**config.mk**
```make
export PLATFORM = sky130hd
export DESIGN_NAME = mem_access_unit
export DESIGN_NICKNAME = d
export VERILOG_FILES = /design/src/rtl/mem_access_pkg.sv /design/src/rtl/mem_lane_align.sv /design/src/rtl/mem_access_unit.sv
export SDC_FILE = /design/constraint.sdc
export NUM_CORES = 1
export LEC_CHECK = 0
export ABC_AREA = 1
export CAP_MARGIN = 20
export CORE_MARGIN = 4
export CORE_UTILIZATION = 39
export DETAILED_ROUTE_END_ITERATION = 6
export GPL_ROUTABILITY_DRIVEN = 0
export MAX_ROUTING_LAYER = met4
export PLACE_DENSITY = 0.61
export SLEW_MARGIN = 15
export SYNTH_ARGS = -nofsm -noshare
export SYNTH_HDL_FRONTEND = slang
export SYNTH_SLANG_ARGS = --single-unit
```
**constraint.sdc**
```tcl
create_clock -name cpu_clk_50M -period 31.3 [get_ports cpu_clk_50M]
set_clock_uncertainty 0.1 [all_clocks]
set_input_delay 6.26 -clock cpu_clk_50M [delete_from_list [all_inputs] [get_ports cpu_clk_50M]]
set_output_delay 6.26 -clock cpu_clk_50M [all_outputs]
set_load 0.05 [all_outputs]
```
**src/rtl/mem_access_pkg.sv**
```systemverilog
// Shared encodings and lane-mapping helper for the memory access unit.
package mem_access_pkg;

  // Access size encodings as carried on mem_size_i.
  typedef enum logic [1:0] {
    SZ_BYTE  = 2'd0,
    SZ_HALF  = 2'd1,
    SZ_WORD  = 2'd2,
    SZ_DWORD = 2'd3
  } size_e;

  // Access sequencer states.
  typedef enum logic [1:0] {
    ST_IDLE = 2'd0,
    ST_BUSY = 2'd1,
    ST_DONE = 2'd2
  } state_e;

  localparam int BYTE_W = 8;

  // Byte offset within the bus word to physical lane index.
  function automatic int lane_of(input int offset, input int lanes, input bit big_endian);
    return big_endian ? (lanes - 1 - offset) : offset;
  endfunction

endpackage

```
**src/rtl/mem_lane_align.sv**
```systemverilog
// Combinational lane steering: store-data placement, byte enables,
// alignment check and load-data extraction with sign/zero extension.
module mem_lane_align import mem_access_pkg::*; #(
  parameter int DATA_W     = 32,
  parameter bit BIG_ENDIAN = 1'b1,
  localparam int LANES     = DATA_W / BYTE_W,
  localparam int OFF_W     = $clog2(LANES)
) (
  input  logic [1:0]        size_i,
  input  logic              unsigned_i,
  input  logic [OFF_W-1:0]  offset_i,
  input  logic [DATA_W-1:0] wdata_i,
  input  logic [DATA_W-1:0] rdata_i,
  output logic              misalign_o,
  output logic [LANES-1:0]  lane_en_o,
  output logic [DATA_W-1:0] wdata_o,
  output logic [DATA_W-1:0] rdata_o
);

  int                nbytes;
  int                off;
  logic [DATA_W-1:0] field;
  logic              sign_bit;

  // Byte of the right-aligned value that lives at a given address offset.
  // Big-endian puts the most significant byte at the lowest address.
  function automatic int value_byte(input int addr_off, input int first, input int count);
    return BIG_ENDIAN ? (first + count - 1 - addr_off) : (addr_off - first);
  endfunction

  // Decode access width and alignment; an access wider than the bus is illegal.
  always_comb begin
    nbytes     = 1 << size_i;
    off        = int'(offset_i);
    misalign_o = (nbytes > LANES) || ((off % nbytes) != 0);
  end

  // Walk the accessed byte addresses: scatter store bytes into lanes and
  // gather load bytes back into value order.
  always_comb begin
    lane_en_o = '0;
    wdata_o   = '0;
    field     = '0;
    if (!misalign_o) begin
      for (int k = 0; k < LANES; k++) begin
        if ((k >= off) && (k < off + nbytes)) begin
          lane_en_o[lane_of(k, LANES, BIG_ENDIAN)] = 1'b1;
          wdata_o[BYTE_W*lane_of(k, LANES, BIG_ENDIAN) +: BYTE_W] =
            wdata_i[BYTE_W*value_byte(k, off, nbytes) +: BYTE_W];
          field[BYTE_W*value_byte(k, off, nbytes) +: BYTE_W] =
            rdata_i[BYTE_W*lane_of(k, LANES, BIG_ENDIAN) +: BYTE_W];
        end
      end
    end
  end

  // Extend the gathered field to the full bus width; a full-width field passes through.
  always_comb begin
    sign_bit = 1'b0;
    for (int b = 0; b < LANES; b++) begin
      if (b == nbytes - 1) sign_bit = field[BYTE_W*b + BYTE_W - 1];
    end
    rdata_o = field;
    for (int b = 0; b < LANES; b++) begin
      if (b >= nbytes) rdata_o[BYTE_W*b +: BYTE_W] = {BYTE_W{sign_bit & ~unsigned_i}};
    end
  end

endmodule

```
**src/rtl/mem_access_unit.sv**
```systemverilog
// Multi-cycle memory-stage access unit: request register, IDLE/BUSY/DONE
// sequencer with ack timeout, and data-memory port drive.
module mem_access_unit import mem_access_pkg::*; #(
  parameter int ADDR_W      = 32,
  parameter int DATA_W      = 32,
  parameter bit BIG_ENDIAN  = 1'b1,
  parameter int TIMEOUT_CYC = 16
) (
  input  logic                    cpu_clk_50M,
  input  logic                    cpu_rst_n,
  input  logic                    mem_req_i,
  input  logic                    mem_we_i,
  input  logic [1:0]              mem_size_i,
  input  logic                    mem_unsigned_i,
  input  logic [ADDR_W-1:0]       mem_addr_i,
  input  logic [DATA_W-1:0]       mem_wdata_i,
  output logic                    stall_o,
  output logic                    done_o,
  output logic [DATA_W-1:0]       rdata_o,
  output logic                    misalign_o,
  output logic                    bus_err_o,
  output logic                    dce,
  output logic [ADDR_W-1:0]       daddr,
  output logic [DATA_W/8-1:0]     we,
  output logic [DATA_W/8-1:0]     dre,
  output logic [DATA_W-1:0]       din,
  input  logic                    dm_ack_i,
  input  logic [DATA_W-1:0]       dm_rdata_i
);

  localparam int LANES = DATA_W / BYTE_W;
  localparam int OFF_W = $clog2(LANES);
  localparam int CNT_W = (TIMEOUT_CYC > 1) ? $clog2(TIMEOUT_CYC) : 1;

  state_e            state_q, state_d;
  logic [CNT_W-1:0]  cnt_q, cnt_d;
  logic              we_q, we_d;
  logic              uns_q, uns_d;
  logic [1:0]        size_q, size_d;
  logic [ADDR_W-1:0] addr_q, addr_d;
  logic [DATA_W-1:0] wdata_q, wdata_d;
  logic [DATA_W-1:0] rdata_q, rdata_d;
  logic              err_q, err_d;

  logic              idle;
  logic              timeout_hit;
  logic              drive_bus;
  logic              acc_we;
  logic              acc_uns;
  logic [1:0]        acc_size;
  logic [ADDR_W-1:0] acc_addr;
  logic [DATA_W-1:0] acc_wdata;

  logic              al_misalign;
  logic [LANES-1:0]  al_en;
  logic [DATA_W-1:0] al_wdata;
  logic [DATA_W-1:0] al_rdata;

  assign idle        = (state_q == ST_IDLE);
  assign timeout_hit = (TIMEOUT_CYC != 0) && (cnt_q == CNT_W'(TIMEOUT_CYC - 1));

  // In IDLE the live request steers the lanes; afterwards the registered copy
  // does, so upstream changes during a stall cannot disturb the access.
  always_comb begin
    acc_we    = idle ? mem_we_i       : we_q;
    acc_uns   = idle ? mem_unsigned_i : uns_q;
    acc_size  = idle ? mem_size_i     : size_q;
    acc_addr  = idle ? mem_addr_i     : addr_q;
    acc_wdata = idle ? mem_wdata_i    : wdata_q;
  end

  mem_lane_align #(
    .DATA_W     (DATA_W),
    .BIG_ENDIAN (BIG_ENDIAN)
  ) u_align (
    .size_i     (acc_size),
    .unsigned_i (acc_uns),
    .offset_i   (acc_addr[OFF_W-1:0]),
    .wdata_i    (acc_wdata),
    .rdata_i    (rdata_q),
    .misalign_o (al_misalign),
    .lane_en_o  (al_en),
    .wdata_o    (al_wdata),
    .rdata_o    (al_rdata)
  );

  // Sequencer next-state, request capture, completion capture and port drive.
  always_comb begin
    state_d    = state_q;
    cnt_d      = cnt_q;
    we_d       = we_q;
    uns_d      = uns_q;
    size_d     = size_q;
    addr_d     = addr_q;
    wdata_d    = wdata_q;
    rdata_d    = rdata_q;
    err_d      = err_q;
    drive_bus  = 1'b0;
    stall_o    = 1'b0;
    done_o     = 1'b0;
    rdata_o    = '0;
    misalign_o = 1'b0;
    bus_err_o  = 1'b0;
    dce        = 1'b0;
    daddr      = '0;
    we         = '0;
    dre        = '0;
    din        = '0;

    case (state_q)
      ST_IDLE: begin
        if (mem_req_i) begin
          if (al_misalign) begin
            misalign_o = 1'b1;
          end else begin
            drive_bus = 1'b1;
            stall_o   = 1'b1;
            we_d      = mem_we_i;
            uns_d     = mem_unsigned_i;
            size_d    = mem_size_i;
            addr_d    = mem_addr_i;
            wdata_d   = mem_wdata_i;
            cnt_d     = '0;
            state_d   = ST_BUSY;
          end
        end
      end
      ST_BUSY: begin
        drive_bus = 1'b1;
        stall_o   = 1'b1;
        if (dm_ack_i) begin
          rdata_d = dm_rdata_i;
          err_d   = 1'b0;
          state_d = ST_DONE;
        end else if (timeout_hit) begin
          rdata_d = '0;
          err_d   = 1'b1;
          state_d = ST_DONE;
        end else begin
          cnt_d = cnt_q + 1'b1;
        end
      end
      ST_DONE: begin
        done_o    = 1'b1;
        rdata_o   = al_rdata;
        bus_err_o = err_q;
        state_d   = ST_IDLE;
      end
      default: state_d = ST_IDLE;
    endcase

    if (drive_bus) begin
      dce   = 1'b1;
      daddr = {acc_addr[ADDR_W-1:OFF_W], {OFF_W{1'b0}}};
      we    = acc_we ? al_en : '0;
      dre   = acc_we ? '0 : al_en;
      din   = acc_we ? al_wdata : '0;
    end
  end

  // Control state and captured completion data, cleared by reset.
  always_ff @(posedge cpu_clk_50M) begin
    if (!cpu_rst_n) begin
      state_q <= ST_IDLE;
      cnt_q   <= '0;
      rdata_q <= '0;
      err_q   <= 1'b0;
      we_q    <= 1'b0;
      uns_q   <= 1'b0;
      size_q  <= SZ_BYTE;
    end else begin
      state_q <= state_d;
      cnt_q   <= cnt_d;
      rdata_q <= rdata_d;
      err_q   <= err_d;
      we_q    <= we_d;
      uns_q   <= uns_d;
      size_q  <= size_d;
    end
  end

  // Registered address and store data; only meaningful after a capture in IDLE.
  always_ff @(posedge cpu_clk_50M) begin
    addr_q  <= addr_d;
    wdata_q <= wdata_d;
  end

endmodule
```
# After elaboration in Yosys (flattened, before gate mapping)
# Index checks and enable logic that the tools add are counted.
dict set report word_totals {
  reg_bits 107
  latchBits 0
  ramBits 0
  mem_bits_ro 0
  out_inout_bits 109
  memories 0
}
dict set report op_classes {
  n_addsub 11
  mul 0
  div_mod_pow 1
  magnitude_cmp 13
  n_eq_ne 11
  n_shift 13
  muxes 65
  bitwise_logic 4
  n_reduce_logical 14
}
# op n
set ops {}
lappend ops {{$mux W32} 17}
lappend ops {{$neg A32 Y33} 4}
lappend ops {{$shift A8 B33 Y32 const A} 4}
lappend ops {{$shiftx A8 B33 Y32} 4}
lappend ops {{$shiftx A32 B32 Y8} 4}
lappend ops {{$bwmux W32} 3}
lappend ops {{$eq A3 B32 Y1 const A} 2}
lappend ops {{$ge A3 B32 Y1 const A} 2}
lappend ops {{$lt A3 B32 Y1 const A} 2}
lappend ops {{$mux W8} 8}
lappend ops {{$sub A29 B2 Y29 const B} 2}
lappend ops {{$sub A29 B3 Y29 const B} 2}
lappend ops {{$mux W4} 9}
lappend ops {{$add A3 B32 Y32} 1}
lappend ops {{$and A32 B32 Y32} 1}
lappend ops {{$eq A2 B32 Y1 const A} 1}
lappend ops {{$ge A1 B32 Y1 const A} 1}
lappend ops {{$ge A2 B32 Y1 const A} 1}
lappend ops {{$gt A32 B4 Y1 const B} 1}
lappend ops {{$logic_not A32 Y1} 1}
lappend ops {{$lt A1 B32 Y1 const A} 1}
lappend ops {{$lt A2 B32 Y1 const A} 1}
lappend ops {{$mod A3 B32 Y32} 1}
lappend ops {{$reduce_bool A32 Y1} 1}
lappend ops {{other kinds (24)} 58}

# Longest topological paths before layout
# Gate-level depths: netlist (run 1).
dict set report logic_depth {
  ltp_word 26
  depth_mapped 46
  depth_no_buf 43
}

# Cells and area by module
# Synthesis (run 1) repeated with hierarchy kept, for this count alone.
dict set report hier_totals {
  cells_unflattened 4539
  hier_area_um2 25771.0
}
# mod n_inst cells_each area_per_inst_um2 seq_area_each_um2
set modules_own_cells {}
lappend modules_own_cells {mem_lane_align 1 3820 20470.9 0.0}
lappend modules_own_cells {mem_access_unit 1 719 5300.1 2782.7}

# Least setup slack after synthesis (run 1)
# No wires, ideal clock.
dict set report synth_path {
  path_kind {input-to-output}
  start {in mem_size_i[1]}
  end {out rdata_o[2]}
  arrival_ns 14.314
  required_time_ns 24.940
  setup_slack_ns 10.626
  cell_stages 33
  path_buffers 8
  path_cell_list {inv_1 -> nand2_1 -> o21a_1 -> inv_2 -> clkbuf_1 -> ha_1 -> ha_1 -> clkbuf_1 -> inv_1 -> clkbuf_1 -> clkbuf_1 -> clkbuf_1 -> buf_1 -> ha_1 -> inv_1 -> clkbuf_1 -> clkbuf_1 -> ha_1 -> inv_1 -> o21ai_0 -> inv_1 -> xor2_1 -> and2_1 -> nand2_1 -> nor3_1 -> nand2_1 -> xnor2_1 -> xor2_1 -> nor2_1 -> nand2_1 -> inv_1 -> a221oi_1 -> a2111oi_0}
}
dict set report synth_between {
  elab_chain_cells 25
  word_cells_on_any_way 56
}
# element line
set synth_rtl {}
lappend synth_rtl {{start, declared} mem_access_unit.sv:13} ;# input logic [1:0] mem_size_i,
lappend synth_rtl {{$mux W2 (*)} mem_access_unit.sv:67} ;# acc_size = idle ? mem_size_i : size_q;
lappend synth_rtl {{$shl A1 B2 Y32 (*)} mem_lane_align.sv:33} ;# nbytes = 1 << size_i;
lappend synth_rtl {{branches (longest 21 deep; another with $mod A3 B32 Y32)} n/a}
lappend synth_rtl {{$mux W8 (*)} mem_lane_align.sv:65} ;# if (b >= nbytes) rdata_o[BYTE_W*b +: BYTE_W] = {BYTE_W{sign_bit & ~unsigned_i}};
lappend synth_rtl {{$mux W32 (*)} mem_access_unit.sv:110} ;# case (state_q)
lappend synth_rtl {{end, declared} mem_access_unit.sv:19} ;# output logic [DATA_W-1:0] rdata_o,
# Every way passes the cells marked *. The select of a mux whose other input is x is not followed.

# Worst setup path after layout (run 1)
dict set report layout_path {
  start {in mem_size_i[1]}
  end {out rdata_o[22]}
}
# The elaborated chain is that of the path after synthesis.

==> results of run 1 <==
-- final timing paths --
| kind | slack (ps) | endpoint | startpoint | depth (start not counted) |
|---|---|---|---|---|
| setup / recovery | 9570 | rdata_o[22] | mem_size_i[1] | 38 |
| setup reg to reg | 22770 | wdata_q[9] | state_q[1] | 37 |
| hold / removal | 360 | rdata_q[31] | rdata_q[31] | 2 |
| hold reg to reg | 360 | rdata_q[31] | rdata_q[31] | 2 |
-- area by class of cell --
type / count / area, um2 / share of cell area [%]
tap: 330 / 413 / 3.25
inverter: 183 / 692 / 5.45
multi-input combinational: 1203 / 6300 / 49.7
timing repair buffer: 222 / 2190 / 17.3
clock buffer: 9 / 225 / 1.77
clock inverter: 7 / 82.6 / 0.651
sequential: 107 / 2780 / 21.9
-- per-stage QoR --
step	setup WS (ps)	hold WS, ps	cells
after global placement	9950	348	2042
final	9570	364	2061
after floorplan	10630	334	1565
after detailed placement	9690	354	2042
after CTS	9690	366	2058
after global routing	8720	384	2061
-- layer usage --
| metal | part of all wire (%) | wire length [um] | track usage, % | vias to the layer above |
|---|---|---|---|---|
| li1 | - | - | - | 5469 |
| met1 | 44 | 14800 | 30.3 | 4971 |
| met2 | 49 | 16500 | 39.8 | 401 |
| met3 | 5.4 | 1810 | 2.73 | 52 |
| met4 | 1.9 | 627 | 5.19 | 0 |
| met5 | 0 | 0 | - | - |
-- state kept, by name (all words and copies together) (netlist names) --
signal   flops
size_q       2
addr_q      32
we_q         1
cnt_q        4
rdata_q     32
state_q      2
wdata_q     32
uns_q        1
err_q        1
-- logic make-up (layout without fill, tap and decap cells) --
logic type | count (synthesis) | count (layout) | share of synthesized area [%]
flip-flops | 107 | 107 | 27.6
AND/OR/NAND/NOR | 782 | 782 | 34.7
adder cells (fa/ha/maj) | 37 | 37 | 4.75
other | 1 | 2 | 0.0372
AO/OA/AOI/OAI | 356 | 356 | 20.6
XOR/XNOR | 26 | 26 | 2.26
buffers and inverters | 255 | 421 | 10.0
-- layout by cell type (no fill, tap or decap), types with 4 or more instances in the layout --
master             n
or2_2             36
a31oi_1            4
nor2_1           146
a221oi_1           4
a211oi_1           5
o22ai_1            8
inv_2             11
xor2_1            22
o211ai_1          13
nor2_4             4
o21ai_1            4
nor3_1            35
clkinv_1           4
nor4_1             5
dfxtp_1           43
nand2_1          432
o221ai_1           5
nand2_2            6
xnor2_1            4
nand4_1           15
edfxtp_1          64
nand3_1           63
buf_4             10
o21a_1            35
ha_1              35
inv_1            167
nor2_2            15
nand3_4            7
a21oi_1          125
clkdlybuf4s50_1  210
clkbuf_16          9
o21ai_0          132
-- worst register-to-register path, delay by kind of cell, from the launching register on --
family	cells	cell delay [ps]
AND/OR/NAND/NOR	22	2600
flip-flops	1	380
buffers and inverters	5	1740
adder cells (fa/ha/maj)	3	1180
AO/OA/AOI/OAI	7	2140
-- power breakdown --
group | switching, mW | internal, mW | total (mW)
registers | 0.000000414 | 0.149 | 0.149
logic | 0.105 | 0.0550 | 0.160
clock network | 0.0606 | 0.0568 | 0.117
==> impl_results.md, run 1 <==
- Initial Util: 39.8%
- Status: complete, no violations
- CP peak stage delay: 840 ps
- Yosys top cell area share: a little under a fifth
- Clock transition at path regs: 90 ps
- Flops & latches, synth: around 110
- Register area share after synthesis: 27.6%
- Die height: 169 um
- Hold Fails Final Rpt: 0
- HPWL Detailed: 25700 um
- Worst-Margin Slew: 991 ps
- Critical path buffers and inverters: 9
- CP Data Required Time: 24940 ps
- Worst skew pair latency: 360 ps
- Final min period: 21730 ps
- Avg WL per Cell: 16.4 um
- Vias in the first global route: 10100
- Hold_buf cts: 0
- Layout cell share with drive strength beyond 1: 7.39%
- Final nets: 1867
- Util after Layout: 50.1%
- Top-Level Pins: approximately 210
- Residual DRC: 0
- Area Growth Syn to Fin: 26.0%
- Startpoint Class: input port
- Most frequent cells after synthesis: nand2_1 (433), inv_1 (167), nor2_1 (149)
- Die X: 169 um
- Power per cell area: between 30 and 40 nW/um2
- RSZ-0062 raised after global routing: no
- Antenna viol nets, final: 0
- Clock root buffer: clkbuf_16
- Cell Rows: 58
- Most common cell in the netlist: nand2_1
- Slowest cell on the critical path: clkdlybuf4s50_1
- Fmax: 46.0 MHz
- Post-synthesis cell area: 10100 um2
- Post-cts resize count: 0
- GRT Overall Usage: 23.5%
- Detailed router's first-iteration violation count: 1060
- Ant. Diodes: 0
- Post-DP Area: 12400 um2
- WL final: 33700 um
- Post-synth EDFFs: 64
- CP most frequent cell: nand2_1
- Syn_area_per_cell: 6.44 um2
- Fin crit share: a little over two thirds
- Vias per cell: 5.29
- Critical path fanouts, max: 27
- Final setup fails: 0
- Initial antenna violation count: 0
- Power, Total: 0.426 mW
- Core area: 25300 um2
- Yosys warnings: 0
- Crit. End Element: output pin
- Max-Cap Viols: 0
- Main synth FF type: edfxtp_1
- Clock buffer depth: 2
- Grt ovf: 0
- Netlist cell types: just over 60
- Largest net degree at the start of global routing: 72
- Largest area contributor in the netlist: edfxtp_1
- Area contributors post-synth: edfxtp_1 (19%), nand2_1 (16%), dfxtp_1 (8.5%)
- H-Tree Level Count: 3
- Routed vias: roughly 11000
- TritonCTS clock tree: built
- Crit path max-delay family: buffers and inverters
- Worst vdd ir: 24.2 uV
- Fin Setup TNS: 0 ps
- Pleak: 5.09 nW
- CTS Buf Count: 9
- Sink Count: between 100 and 150
- Drt pass-1 iters: 6
- Slew Viols, Final: 0
- First-pass GRT wire length: 53300 um
- Post-Synthesis Cells: 1564
- Worst min-delay path class: reg2reg
- Setup CP Type: in2out
- Die area: 28500 um2
- FFs w/ async S/R, synth: 0%
- Relative slew slack: 33.4%
- Postcts setup bufs: 0
- PortBufs: 210
- Layout fillers: 2612
- Design area: 12700 um2
- Worst endpoint data arrival time: 15370 ps
(Power assumes the default switching activity.)
==> inputs of run 2 (changes only) <==
clock period = 21.6 ns   (was 31.3 ns; I/O delays follow)
==> run 2 against run 1 <==
Worst hold slack about the same. Final area about the same. Highest routed layer unchanged. Critical path depth decreased by 6. Largest cell class unchanged.
==> impl_results.md, run 2 (same netlist as run 1, synthesis figures left out) <==
- CP peak stage delay: 830 ps (about the same)
- Status: complete, no violations
- Clock root buffer: clkbuf_16
- Switch Pwr: 0.240 mW (+45%)
- Die area: 28500 um2 (unchanged)
- Fmax: 56.3 MHz
- Clock transition at path regs: 70 ps (-20 ps)
- Clock buffer depth: 2 (unchanged)
- Design area: 12700 um2 (about the same)
- First-pass GRT wire length: 52900 um (-0.80%)
- Final setup fails: 0 (unchanged)
- Comb power frac: 36.6% (-1.0 points)
- Drt pass-1 iters: 6 (unchanged)
- H-Tree Level Count: 3 (unchanged)
- Startpoint Class: input port
- Clock power frac: 29.1% (+1.6 points)
- Crit path from: mem_size_i[1]
- Cell Rows: 58 (unchanged)
- Postcts setup bufs: 0 (unchanged)
- Sink Count: 107 (unchanged)
- Fin crit share: 82.2%
- Antenna viol nets, final: 0 (unchanged)
- Post-cts resize count: 0 (unchanged)
- Worst min-delay path class: reg2reg
- Most common cell after layout, fill and taps aside: nand2_1
- Sequential share of power: 34.3% (-0.6 points)
- Final min period: 17750 ps
- Worst path depth: 32 (-16%)
- CTS Buf Count: 9 (unchanged)
- Avg WL per Cell: 16.3 um (-0.40%)
- RR Endpoint: wdata_q[11]
- CP Data Required Time: 17180 ps (-7760 ps)
- Worst-Margin Slew: 1150 ps (+158 ps)
- Setup CP Type: in2out
- WL final: 33500 um (-0.49%)
- Crit. End Element: output pin
- Vias per cell: 5.25 (-0.76%)
- Fin Setup TNS: 0 ps (unchanged)
- GRT Overall Usage: 23.4% (-0.10 points)
- Hold Fails Final Rpt: 0 (unchanged)
- Slew Viols, Final: 0 (unchanged)
- Final Non-Filler Cells: 2059 (-0.097%)
- Die height: 169 um (unchanged)
- Largest registers: addr_q: 32 flops, rdata_q: 32 flops, wdata_q: 32 flops
- Global-route track usage on met2: 39.6% (-0.17 points)
- Worst hold path startpoint: we_q
- Worst endpoint data arrival time: 13330 ps (-2040 ps)
- PortBufs: 210 (unchanged)
- HPWL Detailed: 25700 um (about the same)
- Max-Cap Viols: 0 (unchanged)
- Switching Share: 38.2% (-0.72 points)
- Reg2Reg Depth: 37 (unchanged)
- GR Util met1: 29.9% (-0.44 points)
- Initial Util: 39.8% (unchanged)
- Critical path buffers and inverters: 9 (unchanged)
- Ant. Diodes: 0 (unchanged)
- Hold_buf cts: 0 (unchanged)
- Busiest metal layer after global routing: met2
- Slowest cell on the critical path: clkdlybuf4s50_1
- Post-Place Cells: 2042 (unchanged)
- CP most frequent cell: nand2_1
- Grt ovf: 0 (unchanged)
- Worst vdd ir: 33.7 uV (+39%)
- Critical path fanouts, max: 27 (unchanged)
- Power per cell area: 49.5 nW/um2 (+47%)
- Layout cell share with drive strength beyond 1: 7.29% (-0.11 points)
- Power, Total: 0.629 mW (+48%)
- Initial antenna violation count: 0 (unchanged)
- Most frequent cells in the layout: nand2_1 (432), clkdlybuf4s50_1 (210), inv_1 (167)
- Worst Hold Depth: 2 (unchanged)
- Area Growth Syn to Fin: 26.2% (about the same)
- FF-to-FF setup slack: 13000 ps (-9770 ps)
- CP endpoint: rdata_o[11]
- Residual DRC: 0 (unchanged)
- Core area: 25300 um2 (unchanged)
- Post-DP Area: 12400 um2 (unchanged)
- Largest net degree at the start of global routing: 72 (unchanged)
- Routed vias: 10800 (-0.85%)
- Relative slew slack: 22.7% (-11 points)
- Reg2reg start: state_q[1]
- RSZ-0062 raised after global routing: no
- P_int: 0.389 mW (+49%)
- Die X: 169 um (unchanged)
- Crit path max-delay family: buffers and inverters
- Worst skew pair latency: 360 ps (about the same)
- Met3 GRT Util: 3.22% (+0.49 points)
- Top-Level Pins: 213 (unchanged)
- Pleak: 5.10 nW (about the same)
- Vias in the first global route: 10200 (+0.36%)
- Detailed router's first-iteration violation count: 1039 (-2.0%)
- Final nets: 1865 (-0.11%)
- TritonCTS clock tree: built
run 2: cell count changes in the layout (fill, tap and decap cells not counted), sizes merged:
cell      delta
buf          -1
bufinv       +1
clkbuf       -1
clkinvlp     -1
run 2: final cells by class:
type	count	area, um2
sequential	107	2780
multi-input combinational	1203	6300
clock inverter	7	108
inverter	183	692
timing repair buffer	220	2180
tap	330	413
fill	2616	12600
clock buffer	9	225
run 2: layer usage:
metal	up-vias	share of wire, %
met5	-	0
met2	334	49
li1	5484	-
met1	4935	44
met4	0	1.8
met3	47	5.5
run 2: metrics by stage:
stage          util (%)  hold WS (ps)  setup slack, ps
3_3_place_gp       48.8           348             4130
4_1_cts            50.1           365             3890
6_report           50.2           364             3850
5_1_grt            50.2           386             2860
3_5_place_dp       48.8           354             3890
2_1_floorplan         -           334             4810
run 2: power groups by stage:
stage                     clock network, mW  logic, mW  registers (mW)
final                                 0.183      0.231           0.215
after global routing                  0.194      0.258           0.216
after CTS                             0.188      0.228           0.215
after detailed placement                  0      0.227           0.220
after global placement                    0      0.224           0.220
after floorplan                           0      0.168           0.220
run 2: worst min-delay path by stage:
stage             endpoint
4_1_cts        rdata_q[17]
3_3_place_gp          we_q
6_report              we_q
5_1_grt         rdata_q[8]
2_1_floorplan    size_q[0]
3_5_place_dp   rdata_q[17]
run 2: worst min-delay path, stage by stage (launching register included):
cell and delay (ps):
dfxtp_1 300, inv_1 50, a211oi_1 60
==> inputs of run 3 (changes only) <==
clock period = 16.94 ns   (was 21.6 ns; I/O delays follow)
==> run 3 against run 2 <==
Combinational power increased by 27%. Critical path depth grew 10. Critical path type unchanged. Sequential power is 28% higher. Power increased by 26%. Register-to-register slack lost 4900 ps.
==> impl_results.md, run 3 (same netlist as run 1, synthesis figures left out) <==
- RR Endpoint: wdata_q[19]
- Largest net degree at the start of global routing: 72 (unchanged)
- Detailed router's first-iteration violation count: 919 (-12%)
- WL final: 33400 um (-0.48%)
- RSZ-0062 raised after global routing: no
- Multi-input logic area: 6300 um2 (about the same)
- CP peak stage delay: 820 ps (about the same)
- Crit path max-delay family: simple AND/OR/NAND/NOR gates
- Vias in the first global route: 10500 (+3.4%)
- Slowest cell on the critical path: clkdlybuf4s50_1
- Register Area: 2780 um2 (unchanged)
- Postcts setup bufs: 0 (unchanged)
- Die X: 169 um (unchanged)
- Clock buffer depth: 2 (unchanged)
- Startpoint Class: input port
- Die area: 28500 um2 (unchanged)
- Status: complete, no violations
- GRT Overall Usage: 23.6% (+0.25 points)
- Post-cts resize count: 0 (unchanged)
- Most common cell after layout, fill and taps aside: nand2_1
- Critical path fanouts, max: 27 (unchanged)
- Initial Util: 39.8% (unchanged)
- Reg2reg start: state_q[1]
- H-Tree Level Count: 3 (unchanged)
- Residual DRC: 0 (unchanged)
- Post-DP Area: 12600 um2 (+2.2%)
- Layout fillers: 2617 (+0.038%)
- Post-Place Cells: 2046 (+0.20%)
- Worst Hold Depth: 2 (unchanged)
- Die height: 169 um (unchanged)
- Grt ovf: 0 (unchanged)
- Hold_buf cts: 0 (unchanged)
- Cell Rows: 58 (unchanged)
- Crit path from: mem_size_i[1]
- Vias per cell: 5.27 (+0.40%)
- Fin crit share: 90.8%
- CP endpoint: din[8]
- Drt pass-1 iters: 6 (unchanged)
- Slew Viols, Final: 0 (unchanged)
- Clock power frac: 28.1% (-1.0 points)
- Hold Fails Final Rpt: 0 (unchanged)
- Max-Cap Viols: 0 (unchanged)
- Initial antenna violation count: 2 (+2)
- P_int: 0.483 mW (+24%)
- Largest registers: addr_q: 32 flops, rdata_q: 32 flops, wdata_q: 32 flops
- Design area: 12900 um2 (+1.9%)
- Final nets: 1868 (+0.16%)
- Final setup fails: 0 (unchanged)
- Worst path depth: 42 (+31%)
- Layout cell share with drive strength beyond 1: 8.83% (+1.5 points)
- Post-route setup slack: 1560 ps (-2290 ps)
- PortBufs: 210 (unchanged)
- Clock transition at path regs: 90 ps (+20 ps)
- HPWL Detailed: 25700 um (about the same)
- Switching Share: 39.0% (+0.79 points)
- Worst skew pair latency: 370 ps (about the same)
- FF-to-FF setup slack: 8140 ps (-4860 ps)
- Final Non-Filler Cells: 2064 (+0.24%)
- Clock root buffer: clkbuf_16
- Setup CP Type: in2out
- Power per cell area: 61.1 nW/um2 (+23%)
- Antenna viol nets, final: 0 (unchanged)
- Crit. End Element: output pin
- Pleak: 5.21 nW (+2.3%)
- Worst endpoint data arrival time: 11890 ps (-1440 ps)
- Switch Pwr: 0.308 mW (+28%)
- CTS Buf Count: 9 (unchanged)
- TritonCTS clock tree: built
- Util after Layout: 51.1% (+0.95 points)
- CP Data Required Time: 13450 ps (-3730 ps)
- CP most frequent cell: nand2_1
- Final min period: 15380 ps
- Core area: 25300 um2 (unchanged)
- Worst-Margin Slew: 1060 ps (-86.2 ps)
- Pre-CTS WS: 1600 ps (-2290 ps)
- Worst vdd ir: 44.0 uV (+31%)
- Sequential share of power: 34.7% (+0.4 points)
- Sink Count: 107 (unchanged)
- Top-Level Pins: 213 (unchanged)
- Worst min-delay path class: reg2reg
- Avg WL per Cell: 16.2 um (-0.72%)
- Routed vias: 10900 (+0.65%)
- Comb power frac: 37.2% (+0.6 points)
- Area Growth Syn to Fin: 28.6%
- Most frequent cells in the layout: nand2_1 (432), clkdlybuf4s50_1 (186), inv_1 (167)
- First-pass GRT wire length: 53900 um (+1.9%)
- Fin Setup TNS: 0 ps (unchanged)
- Critical path buffers and inverters: 7 (-2)
- Relative slew slack: 28.9% (+6.2 points)
- Reg2Reg Depth: 38 (+2.7%)
- Fmax: 65.0 MHz
[run 3: cell count changes in the layout (fill, tap and decap cells not counted), moves of 2 or more]
cell / change
diode_2: +2
buf_4: +4
clkdlybuf4s50_1: -24
buf_12: +24
[run 3: worst min path at each step]
stage | endpoint | slack [ps] | startpoint
3_5_place_dp | rdata_q[14] | 350 | rdata_q[14]
3_3_place_gp | rdata_q[14] | 350 | rdata_q[14]
6_report | rdata_q[11] | 360 | rdata_q[11]
5_1_grt | rdata_q[11] | 380 | rdata_q[11]
4_1_cts | rdata_q[14] | 370 | rdata_q[14]
2_1_floorplan | size_q[0] | 330 | size_q[0]
[run 3: cell type report]
cell class	instances	area share (%)
diodes	2	0.0387
multi-input cells	1203	48.7
well taps	330	3.19
clock buffers	9	1.74
repair buffers	223	18.8
flip-flops and latches	107	21.5
clock inverters	7	0.696
inverters	183	5.34
[run 3: per-layer routing]
layer | GRT usage [%] | up-vias | part of all wire, %
li1 | - | 5487 | -
met3 | 2.64 | 56 | 4.8
met5 | - | - | 0
met1 | 29.7 | 4960 | 44
met4 | 6.85 | 0 | 2.7
met2 | 40.3 | 367 | 49
[run 3: worst reg2reg max path, delay by kind of cell (launching register included)]
kind                       cells  cell delay, ps
AOI/OAI and AO/OA              9            2060
adders and majority gates      2             680
DFF                            1             380
and+or+nand+nor               21            2990
buffers and inverters          6            2230
[run 3: metrics by stage]
step           hold slack (ps)  power, mW
2_1_floorplan              334      0.495
3_3_place_gp               351      0.567
3_5_place_dp               355      0.570
4_1_cts                    367      0.793
5_1_grt                    382      0.844
6_report                   364      0.791
[run 3: power groups by stage]
stage / Combinational, mW / Clock [mW] / Sequential, mW
2_1_floorplan: 0.214 / 0 / 0.281
3_3_place_gp: 0.286 / 0 / 0.281
3_5_place_dp: 0.289 / 0 / 0.281
4_1_cts: 0.291 / 0.228 / 0.275
5_1_grt: 0.332 / 0.236 / 0.275
6_report: 0.294 / 0.222 / 0.275
